--- src/rtl/fib_index_if.sv ---
// fib_index_if: start/ready/done_tick handshake bundle for the inverse
// Fibonacci block. The signal set matches the Fibonacci generator, so the
// two blocks can be cross-checked against each other.
//
// Handshake: the requester holds start high while ready is high. The request
// is accepted on the rising edge where both are high, and v is captured on
// that same edge. done_tick then pulses for exactly one cycle. idx and exact
// are valid from the done_tick cycle and hold until the next completion.
//
// Signals:
//   start     master -> slave   request, sampled only while ready
//   v         master -> slave   20-bit value to invert
//   ready     slave  -> master  block is idle and can accept a request
//   done_tick slave  -> master  one-cycle completion pulse
//   idx       slave  -> master  largest i with F(i) <= v (0..30)
//   exact     slave  -> master  F(idx) == v
interface fib_index_if;
    logic        start;
    logic [19:0] v;
    logic        ready;
    logic        done_tick;
    logic [4:0]  idx;
    logic        exact;

    modport master (
        output start,
        output v,
        input  ready,
        input  done_tick,
        input  idx,
        input  exact
    );

    modport slave (
        input  start,
        input  v,
        output ready,
        output done_tick,
        output idx,
        output exact
    );
endinterface

--- src/rtl/fib_index.sv ---
// fib_index: inverse Fibonacci FSMD. It returns the largest index i with
// F(i) <= v, using F(0)=0 and F(1)=1. It also flags whether v is itself a
// Fibonacci number.
//
// Ports:
//   clk          rising-edge clock
//   reset        asynchronous, active-high; forces idle and clears all data
//   bus          fib_index_if slave (start, v, ready, done_tick, idx, exact)
//   state_dbg_o  current FSM state code (2'd0 idle, 2'd1 op, 2'd2 done)
//
// The block walks the Fibonacci sequence upward, one term per cycle, until
// the next term would exceed the captured value. A result of idx=k takes
// k cycles in op. The worst case is 30 cycles.
module fib_index (
    input  logic        clk,
    input  logic        reset,
    fib_index_if.slave  bus,
    output logic [1:0]  state_dbg_o
);

    typedef enum logic [1:0] {
        ST_IDLE = 2'd0,
        ST_OP   = 2'd1,
        ST_DONE = 2'd2
    } state_t;

    state_t      state_q;
    logic [19:0] v_reg_q;
    logic [19:0] t0_q;
    logic [19:0] t1_q;
    logic [4:0]  n_q;
    logic [4:0]  idx_q;
    logic        exact_q;

    // The next term needs 21 bits. F(31) does not fit in 20 bits, and the
    // carry must make the compare fail rather than wrap to a small value.
    logic [20:0] sum_d;
    assign sum_d = {1'b0, t0_q} + {1'b0, t1_q};

    always_ff @(posedge clk or posedge reset) begin
        if (reset) begin
            state_q <= ST_IDLE;
            v_reg_q <= '0;
            t0_q    <= '0;
            t1_q    <= '0;
            n_q     <= '0;
            idx_q   <= '0;
            exact_q <= 1'b0;
        end else begin
            case (state_q)
                ST_IDLE: begin
                    if (bus.start) begin
                        v_reg_q <= bus.v;
                        t0_q    <= 20'd0;
                        t1_q    <= 20'd1;
                        n_q     <= 5'd1;
                        state_q <= ST_OP;
                    end
                end
                ST_OP: begin
                    if (v_reg_q == 20'd0) begin
                        // F(0)=0 is the only term not reachable from the
                        // t1=F(1) starting point, so it is handled here.
                        idx_q   <= 5'd0;
                        exact_q <= 1'b1;
                        state_q <= ST_DONE;
                    end else if (sum_d <= {1'b0, v_reg_q}) begin
                        t0_q <= t1_q;
                        t1_q <= sum_d[19:0];
                        n_q  <= n_q + 5'd1;
                    end else begin
                        idx_q   <= n_q;
                        exact_q <= (t1_q == v_reg_q);
                        state_q <= ST_DONE;
                    end
                end
                ST_DONE: begin
                    state_q <= ST_IDLE;
                end
                default: begin
                    state_q <= ST_IDLE;
                end
            endcase
        end
    end

    assign bus.ready     = (state_q == ST_IDLE);
    assign bus.done_tick = (state_q == ST_DONE);
    assign bus.idx       = idx_q;
    assign bus.exact     = exact_q;
    assign state_dbg_o   = state_q;

endmodule

--- src/flat_wrapper.sv ---
// flat-port wrapper written by rule: the top's interface ports become plain ports
module fib_index_flat 
  (clk, reset, state_dbg_o, bus_start, bus_v, bus_ready, bus_done_tick, bus_idx, bus_exact);
  fib_index_if bus_i ();
  input  logic clk;
  input  logic reset;
  output logic [1:0] state_dbg_o;
  input wire logic [$bits(bus_i.start)-1:0] bus_start;
  input wire logic [$bits(bus_i.v)-1:0] bus_v;
  output wire logic [$bits(bus_i.ready)-1:0] bus_ready;
  output wire logic [$bits(bus_i.done_tick)-1:0] bus_done_tick;
  output wire logic [$bits(bus_i.idx)-1:0] bus_idx;
  output wire logic [$bits(bus_i.exact)-1:0] bus_exact;
  assign bus_i.start = bus_start;
  assign bus_i.v = bus_v;
  assign bus_ready = bus_i.ready;
  assign bus_done_tick = bus_i.done_tick;
  assign bus_idx = bus_i.idx;
  assign bus_exact = bus_i.exact;
  fib_index u_core (.clk(clk), .reset(reset), .bus(bus_i), .state_dbg_o(state_dbg_o));
endmodule
--- config.mk ---
export PLATFORM = sky130hd
export DESIGN_NAME = fib_index_flat
export DESIGN_NICKNAME = d
export VERILOG_FILES = /design/src/rtl/fib_index_if.sv /design/src/rtl/fib_index.sv /design/src/flat_wrapper.sv
export SDC_FILE = /design/constraint.sdc
export NUM_CORES = 1
export LEC_CHECK = 0
export BUFFER_PORTS_ARGS = -buffer_cell sky130_fd_sc_hd__buf_2
export CAP_MARGIN = 20
export CORE_MARGIN = 3
export CORE_UTILIZATION = 53
export CTS_CLUSTER_DIAMETER = 60
export DETAILED_ROUTE_END_ITERATION = 16
export GPL_TIMING_DRIVEN = 0
export PLACE_DENSITY = 0.71
export SLEW_MARGIN = 20
export SYNTH_ARGS = -nofsm -noshare
export SYNTH_HDL_FRONTEND = slang
export SYNTH_SLANG_ARGS = --single-unit
--- constraint.sdc ---
create_clock -name clk -period 10.23 [get_ports clk]
set_input_delay 1.5345 -clock clk [delete_from_list [all_inputs] [get_ports clk]]
set_output_delay 1.5345 -clock clk [all_outputs]
set_load 0.1 [all_outputs]
## After elaboration in Yosys (flattened, before gate mapping)

Cells that the tools add are included.

- Eq/ne operators: 8
- Reduce and logical (&&, ||, !) cells: 7
- Add/sub/neg operators: 2
- Magnitude comparators: 1
- Muxes and demuxes: 20

Operators by type and width:

| cell | number |
|---|---|
| $mux W20 | 6 |
| $pmux W20 S2 | 2 |
| $mux W5 | 5 |
| $add A20 B20 Y21 | 1 |
| $le A21 B20 Y1 | 1 |
| $eq A20 B20 Y1 | 1 |
| $logic_not A20 Y1 | 1 |
| $pmux W5 S2 | 1 |
| $mux W2 | 3 |
| $reduce_and A2 Y1 | 3 |
| $add A5 B1 Y5 const B | 1 |
| $ne A2 B1 Y1 const B | 2 |
| $ne A2 B2 Y1 const B | 2 |
| $pmux W2 S2 | 1 |
| $reduce_and A4 Y1 | 1 |
| $ne A3 B2 Y1 const B | 1 |
| $eq A2 B1 Y1 const B | 1 |
| $eq A2 B2 Y1 const B | 1 |
| $logic_not A2 Y1 | 1 |
| $mux W1 | 2 |
| $reduce_bool A2 Y1 | 1 |

- Logic and storage cells: 45
- Register bits after elaboration: 73
- Bits of input ports: 23

## Logic depth before layout (Yosys ltp)

Gate-level depths: netlist of the first run.

- Word-level depth: 5
- Depth in mapped cells: 17
- Gate-level depth less buffers: 16

## Worst setup path after synthesis of the first run

OpenSTA, ideal clock, no wires.

- Path kind: reg2reg
- Start: register u_core.t1_q[0]
- End: register u_core.t1_q[19]
- Data required time: 10.104 ns
- Library setup time: 0.126 ns
- Cell stages (with the launch flop): 15
- Arrival: 4.512 ns
- Buffers on the path: 0
- Slack: 5.592 ns
- Cell sequence: dfrtp_1 -> ha_1 -> fa_1 -> a211oi_1 -> o211ai_1 -> a31oi_1 -> o21ai_0 -> a2111oi_0 -> nand3b_1 -> ha_1 -> a2111oi_0 -> o311ai_1 -> a2111oi_4 -> a21oi_2 -> a221o_1

- Word-level cells in the longest chain between the ends: 4
- Elaborated cells between the ends (all ways): 7

RTL lines:

| item | RTL line | text |
|---|---|---|
| start, declared | fib_index.sv:30 | `logic [19:0] t1_q;` |
| start signal, assigned | fib_index.sv:69 | `t1_q <= sum_d[19:0];` |
| $add A20 B20 Y21 * | fib_index.sv:38 | `assign sum_d = {1'b0, t0_q} + {1'b0, t1_q};` |
| $le A21 B20 Y1 / $mux W20 (equally long branches) | fib_index.sv:67 | `end else if (sum_d <= {1'b0, v_reg_q}) begin` |
| $ne A2 B1 Y1 (no source line) / $mux W20 (equally long branches) | n/a |  |
| $reduce_and A4 Y1 (no source line) / $pmux W20 S2 (equally long branches) | n/a |  |

Mark *: on every way between the ends. The rest lies on a longest branch, timed or not. The select of a mux whose other input is x is not followed.
A chain may end at the register's enable or synchronous reset.

## Worst setup path after layout of the first run

- Start: register u_core.t1_q[0]
- End: register u_core.t0_q[2]

- Word-level cells in the longest chain between the ends: 4

RTL lines:

| item | RTL line | text |
|---|---|---|
| $add A20 B20 Y21 | fib_index.sv:38 |  |
| $le A21 B20 Y1 | fib_index.sv:67 |  |
| $ne A2 B1 Y1 (no source line) | n/a |  |
| $reduce_and A4 Y1 (no source line) | n/a |  |
| end signal, assigned | fib_index.sv:68 | `t0_q <= t1_q;` |
| end, declared | fib_index.sv:29 | `logic [19:0] t0_q;` |

No other way between the ends.

==> run summary, run 1 <==
CTS sink cnt = 73
Seq cells post-synth = 73
Mapped Nets = 590
Root buf cell = clkbuf_8
CTS tree = yes
Overall power = 1.53 mW
WP data required = 10.44 ns
Initial core utilization = 0.560
Synth Cell Area = 4740 um2
Post-Syn Instances = 525
Setup crit start kind = register
Hold endpoint = u_core.bus.idx[3]
Maximum fanout along the worst path = 10
Avg Cell Area, Syn = 9.03 um2
Die H = 101 um
Seq/Total Area, Yosys = 0.385
TritonRoute pass-1 iters = 5
Synth cell types = 49
Rel. slew slack = 0.443
Status = finished, final reports clean
Type of the tightest min-delay check = register to register
RR Endpoint = u_core.t0_q[2]
Diodes inserted = 0
Drt total wl = 13300 um
Overflow after GRT = 0
First-pass GRT wire length = 21500 um
Ys flop type = dfrtp_1
Worst R2R Path Depth = 15
Core area = 8460 um2
VDD IR max = 0.181 mV
Ys async rst share = 1.00
Top Ports = 33
Initial antenna violation count = 0
DR vias = 4269
Slew Viols, Final = 0
Top cells by count, synth = dfrtp_1, nand2_1, o21ai_0, ha_1, nand4_1
Final setup fails = 0
Die area = 10100 um2
Setup repair after global routing missed its margin = false
Hold Crit Depth = 1
Area grow syn2layout = 11.0%
Worst hold path startpoint = u_core.bus.idx[3]
Critical Path AT = 6.53 ns
Setup CP Type = register to register
Worst-margin pin slew = 0.823 ns
Pwr/cell area = 291 nW/um2
Gr usage total = 0.274
Final nets = 634
P_leak = 2.57 nW
FP Rows = 33
Buffers on Ports = 32
Crit end category = register
DR DRC count = 0
Placer Congestion = 0.928
1st-iter DRT viols = 287
CTS Buf Count = 9
Largest net degree at the start of global routing = 39
Share of cells above drive strength 1 = 0.110
Drt wl/cell = 19.7 um
CTS Hold Bufs = 0
Drt via density = 6.29
Final Hold Fails = 0
Clock-pin slew on the worst setup and hold paths = 0.08 ns
DP HPWL = 10100 um
Post-CTS setup buffers = 0
Area leader, netlist = dfrtp_1
Width of the die = 101 um
H-tree level count = 3
Reg-to-reg startpoint = u_core.t1_q[0]
Most numerous cell in the Yosys netlist = dfrtp_1
Setup TNS = 0 ns
Clock Latency Late Sink = 0.35 ns
Tmin final = 6.32 ns
Synth warn = 0
Longest Clk Path Bufs = 2
Setup slack, reg-to-reg = 3.91 ns
Final Skew = 0.00686 ns
Vias in the first global route = 4301
Post-CTS resize count = 0
Fin util = 0.622
Yosys top cell area share = 0.385
Max Cap Viol = 0
Fmax = 158 MHz
Period utilization = 0.618
Post-DRT Antenna Nets = 0
EDFF count, synth = 0
Area contributors post-synth = dfrtp_1, ha_1, o21ai_0, nand2_1, nand4_1
## power breakdown
| part | leakage, nW | internal (mW) | total (mW) | switching [mW] |
|---|---|---|---|---|
| clock network | 0.107 | 0.133 | 0.240 | 0.108 |
| logic | 1.50 | 0.246 | 0.840 | 0.595 |
| registers | 0.964 | 0.366 | 0.448 | 0.0826 |
## sequential cells by signal, summed over array words and instances, names as in the netlist
register,flops
u_core.n_q,5
u_core.t0_q,20
u_core.t1_q,20
u_core.bus.idx,5
u_core.bus.exact,1
u_core.v_reg_q,20
u_core.state_dbg_o,2
## layout by cell type, fill, tap and decap left out, types with 3 or more instances in the layout
| cell | instances |
|---|---|
| inv_1 | 29 |
| ha_1 | 41 |
| nor2b_1 | 6 |
| and2_1 | 4 |
| nand2_1 | 71 |
| o21bai_1 | 3 |
| nand3_1 | 9 |
| xnor2_1 | 23 |
| a21o_1 | 16 |
| a211oi_1 | 6 |
| nor3_1 | 3 |
| a21oi_1 | 26 |
| o21ai_0 | 57 |
| nand4_1 | 39 |
| nor4_1 | 8 |
| o21ai_1 | 3 |
| o211ai_1 | 3 |
| dfrtp_1 | 73 |
| mux2i_1 | 6 |
| nor2_1 | 15 |
| o21a_1 | 8 |
| a22o_1 | 5 |
| xor2_1 | 13 |
| clkbuf_8 | 12 |
| clkbuf_1 | 18 |
| buf_2 | 40 |
## how the worst max path moves through the flow
stage                    from              end  slack (ns)  cells past startpoint
6_report       u_core.t1_q[0]   u_core.t0_q[2]        3.91                     15
5_1_grt        u_core.t1_q[0]   u_core.t0_q[2]        3.63                     15
4_1_cts        u_core.t1_q[0]   u_core.t0_q[2]        4.05                     15
3_5_place_dp   u_core.t1_q[0]   u_core.t0_q[2]        4.08                     15
3_3_place_gp   u_core.t1_q[0]   u_core.t0_q[1]        4.26                     15
2_1_floorplan  u_core.t1_q[0]  u_core.t1_q[19]        5.59                     14
## worst max-delay path: stages, from the launching register on
cell       delay (ns)
dfrtp_1          0.42
ha_1             0.27
fa_1             0.45
a211oi_1         0.38
o211ai_1         0.26
a31oi_1          0.55
o21ai_0          0.34
a2111oi_0        0.44
nand3b_1         0.22
ha_1             0.28
a2111oi_0        0.50
o311ai_1         0.36
a2111o_1         0.57
nor2_1           0.48
clkbuf_1         0.46
o21ai_0          0.19
## cell type report
cell class	instances	area [um2]
buffer	24	100
tap	105	131
timing repair buffer	33	180
fill	725	3200
clock inverter	2	35.0
multi-input combinational	398	2700
clock buffer	14	173
sequential	73	1830
inverter	30	115
## kinds of logic (layout without fill, tap and decap cells)
kind of cell             after synthesis  after routing  share of synthesized area
XOR/XNOR                              36             36                     0.0665
AND/OR/NAND/NOR                      161            161                      0.167
adder cells (fa/ha/maj)               42             42                      0.112
multiplexers                           8              8                     0.0174
flip-flops                            73             73                      0.385
AO/OA/AOI/OAI                        151            151                      0.206
buffers and inverters                 54            103                     0.0449
## through the flow
stage	hold WS, ns	cell area, um2	std cells	worst slack (ns)
2_1_floorplan	0.494	4740	525	5.59
3_3_place_gp	0.483	5030	662	4.26
3_5_place_dp	0.480	5050	663	4.08
4_1_cts	0.503	5260	679	4.05
5_1_grt	0.504	5260	679	3.63
6_report	0.502	5260	679	3.91
## layer usage
layer  share of wire  wire length, um  track usage  vias to the layer above
li1                -                -            -                     1984
met4           0.035              467        0.125                        0
met3           0.067              888       0.0484                       46
met1            0.44             5840        0.375                     2088
met2            0.46             6150        0.425                      151
met5               0                0            0                        -
Power figures use the tool's default switching activity.
==> run 2: changes to the inputs <==
==> constraint.sdc (replaced) <==
create_clock -name clk -period 6.3 [get_ports clk]
set_input_delay 0.945 -clock clk [delete_from_list [all_inputs] [get_ports clk]]
set_output_delay 0.945 -clock clk [all_outputs]
set_load 0.1 [all_outputs]
==> run 2 against run 1 <==
  * Critical path depth stayed put
  * Final area is 0.14% higher
  * First-iteration DRC count is 14% higher
  * Register-to-register slack lost 3.6 ns
  * Sequential cell count unchanged
  * Largest cell class unchanged
  * Total power increased by 62%
  * Core utilization increased by 0.089 points
  * Die area stayed put
==> run summary, run 2 (synthesis results as in run 1) <==
Type of the tightest min-delay check = register to register (unchanged)
Die area = 10100 um2 (unchanged)
Internal = 1.21 mW (was 0.744 mW)
Final nets = 634 (unchanged)
VDD IR max = 0.294 mV (was 0.181 mV)
Critical Path AT = 6.24 ns (was 6.53 ns)
Maximum fanout along the worst path = 10 (unchanged)
Share of cells above drive strength 1 = 0.113 (was 0.110)
Drt via density = 6.29 (about the same)
FP Rows = 33 (unchanged)
Pwr/cell area = 470 nW/um2 (was 291 nW/um2)
CTS Buf Count = 9 (unchanged)
CTS tree = yes (unchanged)
Gr usage total = 0.274 (unchanged)
Setup TNS = 0 ns (unchanged)
Placer Congestion = 0.928 (unchanged)
Final Hold Fails = 0 (unchanged)
Most common cell after layout, fill and taps aside = dfrtp_1 (unchanged)
Clock Latency Late Sink = 0.35 ns (about the same)
Crit end category = register (unchanged)
WP data required = 6.51 ns (was 10.44 ns)
Setup crit start kind = register (unchanged)
Buffers on Ports = 32 (unchanged)
1st-iter DRT viols = 327 (was 287)
P_leak = 2.58 nW (was 2.57 nW)
Fin util = 0.622 (about the same)
Period utilization = 0.957 (was 0.618)
Final Skew = 0.00785 ns (was 0.00686 ns)
Rel. slew slack = 0.443 (about the same)
Tmin final = 6.03 ns (was 6.32 ns)
Most frequent cells in the layout = dfrtp_1, nand2_1, o21ai_0, ha_1, buf_2 (unchanged)
Initial antenna violation count = 0 (unchanged)
First-pass GRT wire length = 21500 um (unchanged)
Post-DRT Antenna Nets = 0 (unchanged)
Comb pwr share = 0.550 (about the same)
Fmax = 166 MHz (was 158 MHz)
DR DRC count = 0 (unchanged)
Largest net degree at the start of global routing = 39 (unchanged)
Top Ports = 33 (unchanged)
DR vias = 4272 (was 4269)
Post-CTS setup buffers = 0 (unchanged)
Sequential share of power = 0.293 (about the same)
H-tree level count = 3 (unchanged)
Vias in the first global route = 4301 (unchanged)
CTS sink cnt = 73 (unchanged)
Width of the die = 101 um (unchanged)
Diodes inserted = 0 (unchanged)
Fill cell count = 726 (was 725)
Longest Clk Path Bufs = 2 (unchanged)
Switching part of the total power = 0.512 (was 0.513)
Setup repair after global routing missed its margin = false (unchanged)
Die H = 101 um (unchanged)
Area grow syn2layout = 11.2% (was 11.0%)
Drt total wl = 13300 um (about the same)
Max Cap Viol = 0 (unchanged)
Root buf cell = clkbuf_8 (unchanged)
Worst-margin pin slew = 0.822 ns (was 0.823 ns)
Final setup fails = 0 (unchanged)
Drt wl/cell = 19.6 um (was 19.7 um)
TritonRoute pass-1 iters = 5 (unchanged)
Clk pwr share = 0.156 (was 0.157)
Initial core utilization = 0.560 (unchanged)
NetSw = 1.27 mW (was 0.785 mW)
Biggest regs = u_core.t0_q x20, u_core.t1_q x20, u_core.v_reg_q x20 (unchanged)
Overflow after GRT = 0 (unchanged)
DP HPWL = 10100 um (unchanged)
Status = finished, final reports clean (unchanged)
Slew Viols, Final = 0 (unchanged)
Core area = 8460 um2 (unchanged)
Setup CP Type = register to register (unchanged)
Clock-pin slew on the worst setup and hold paths = 0.07 ns (was 0.08 ns)
==> run 2: cell counts in the layout (fill, tap and decap cells not counted) <==
Identical to the previous run, type by type.
==> run 2: worst max-delay path, stage by stage (launching register included) <==
cell	delay, ns
dfrtp_1	0.42
ha_1	0.27
fa_1	0.45
a211oi_1	0.38
o211ai_1	0.27
a31oi_2	0.39
o21ai_0	0.28
a2111oi_0	0.43
nand3b_1	0.22
ha_1	0.28
a2111oi_0	0.51
o311ai_1	0.37
a2111o_1	0.57
nor2_1	0.46
clkbuf_1	0.42
o21ai_0	0.17
==> run 2: worst paths after layout <==
| kind | start | end | slack, ns | cells past startpoint |
|---|---|---|---|---|
| max reg2reg | u_core.t1_q[0] | u_core.t1_q[7] | 0.27 | 15 |
| min | u_core.bus.idx[3] | u_core.bus.idx[3] | 0.50 | 1 |
| max | u_core.t1_q[0] | u_core.t1_q[7] | 0.27 | 15 |
| min in group asynchronous | reset | u_core.t0_q[1] | 0.61 | 2 |
| max in group asynchronous | reset | u_core.t1_q[17] | 5.12 | 3 |
| min reg2reg | u_core.bus.idx[3] | u_core.bus.idx[3] | 0.50 | 1 |
==> run 2: area by class of cell <==
| class | count | area, um2 | area share |
|---|---|---|---|
| clock inverters | 2 | 35.0 | 0.00665 |
| multi-input cells | 398 | 2710 | 0.514 |
| plain buffers | 24 | 101 | 0.0192 |
| repair buffers | 33 | 180 | 0.0342 |
| well taps | 105 | 131 | 0.0249 |
| inverters | 30 | 115 | 0.0218 |
| flip-flops and latches | 73 | 1830 | 0.347 |
| clock buffers | 14 | 173 | 0.0328 |
==> run 2: power groups by stage <==
stage	Combinational, mW	Clock [mW]	Sequential (mW)
3_5_place_dp	1.34	0	0.732
2_1_floorplan	0.826	0	0.851
5_1_grt	1.47	0.412	0.741
4_1_cts	1.35	0.397	0.724
3_3_place_gp	1.32	0	0.728
6_report	1.36	0.387	0.727
==> run 2: per-layer routing <==
metal  global-route usage  routed length (um)  up-vias  share of wire
met3               0.0484                 932       44          0.070
met1                0.375                5770     2072           0.43
met5                    0                   0        -              0
met4                0.125                 462        0          0.035
li1                     -                   -     1989              -
met2                0.425                6130      167           0.46
==> run 2: per-stage QoR <==
stage | hold slack (ns) | setup slack (ns) | cells | total power [mW] | cell area (um2)
finish | 0.502 | 0.270 | 679 | 2.48 | 5270
global route | 0.504 | 0.00127 | 679 | 2.62 | 5270
CTS | 0.503 | 0.119 | 679 | 2.47 | 5260
detailed placement | 0.480 | 0.152 | 663 | 2.07 | 5050
global placement | 0.483 | 0.329 | 662 | 2.05 | 5030
floorplan | 0.494 | 1.66 | 525 | 1.68 | 4740
==> run 2: timing repair <==
action / in CTS / in global routing
resized for setup: 0 / 3
endpoints found under the setup margin: 0 / 32
hold buffers: 0 / 0
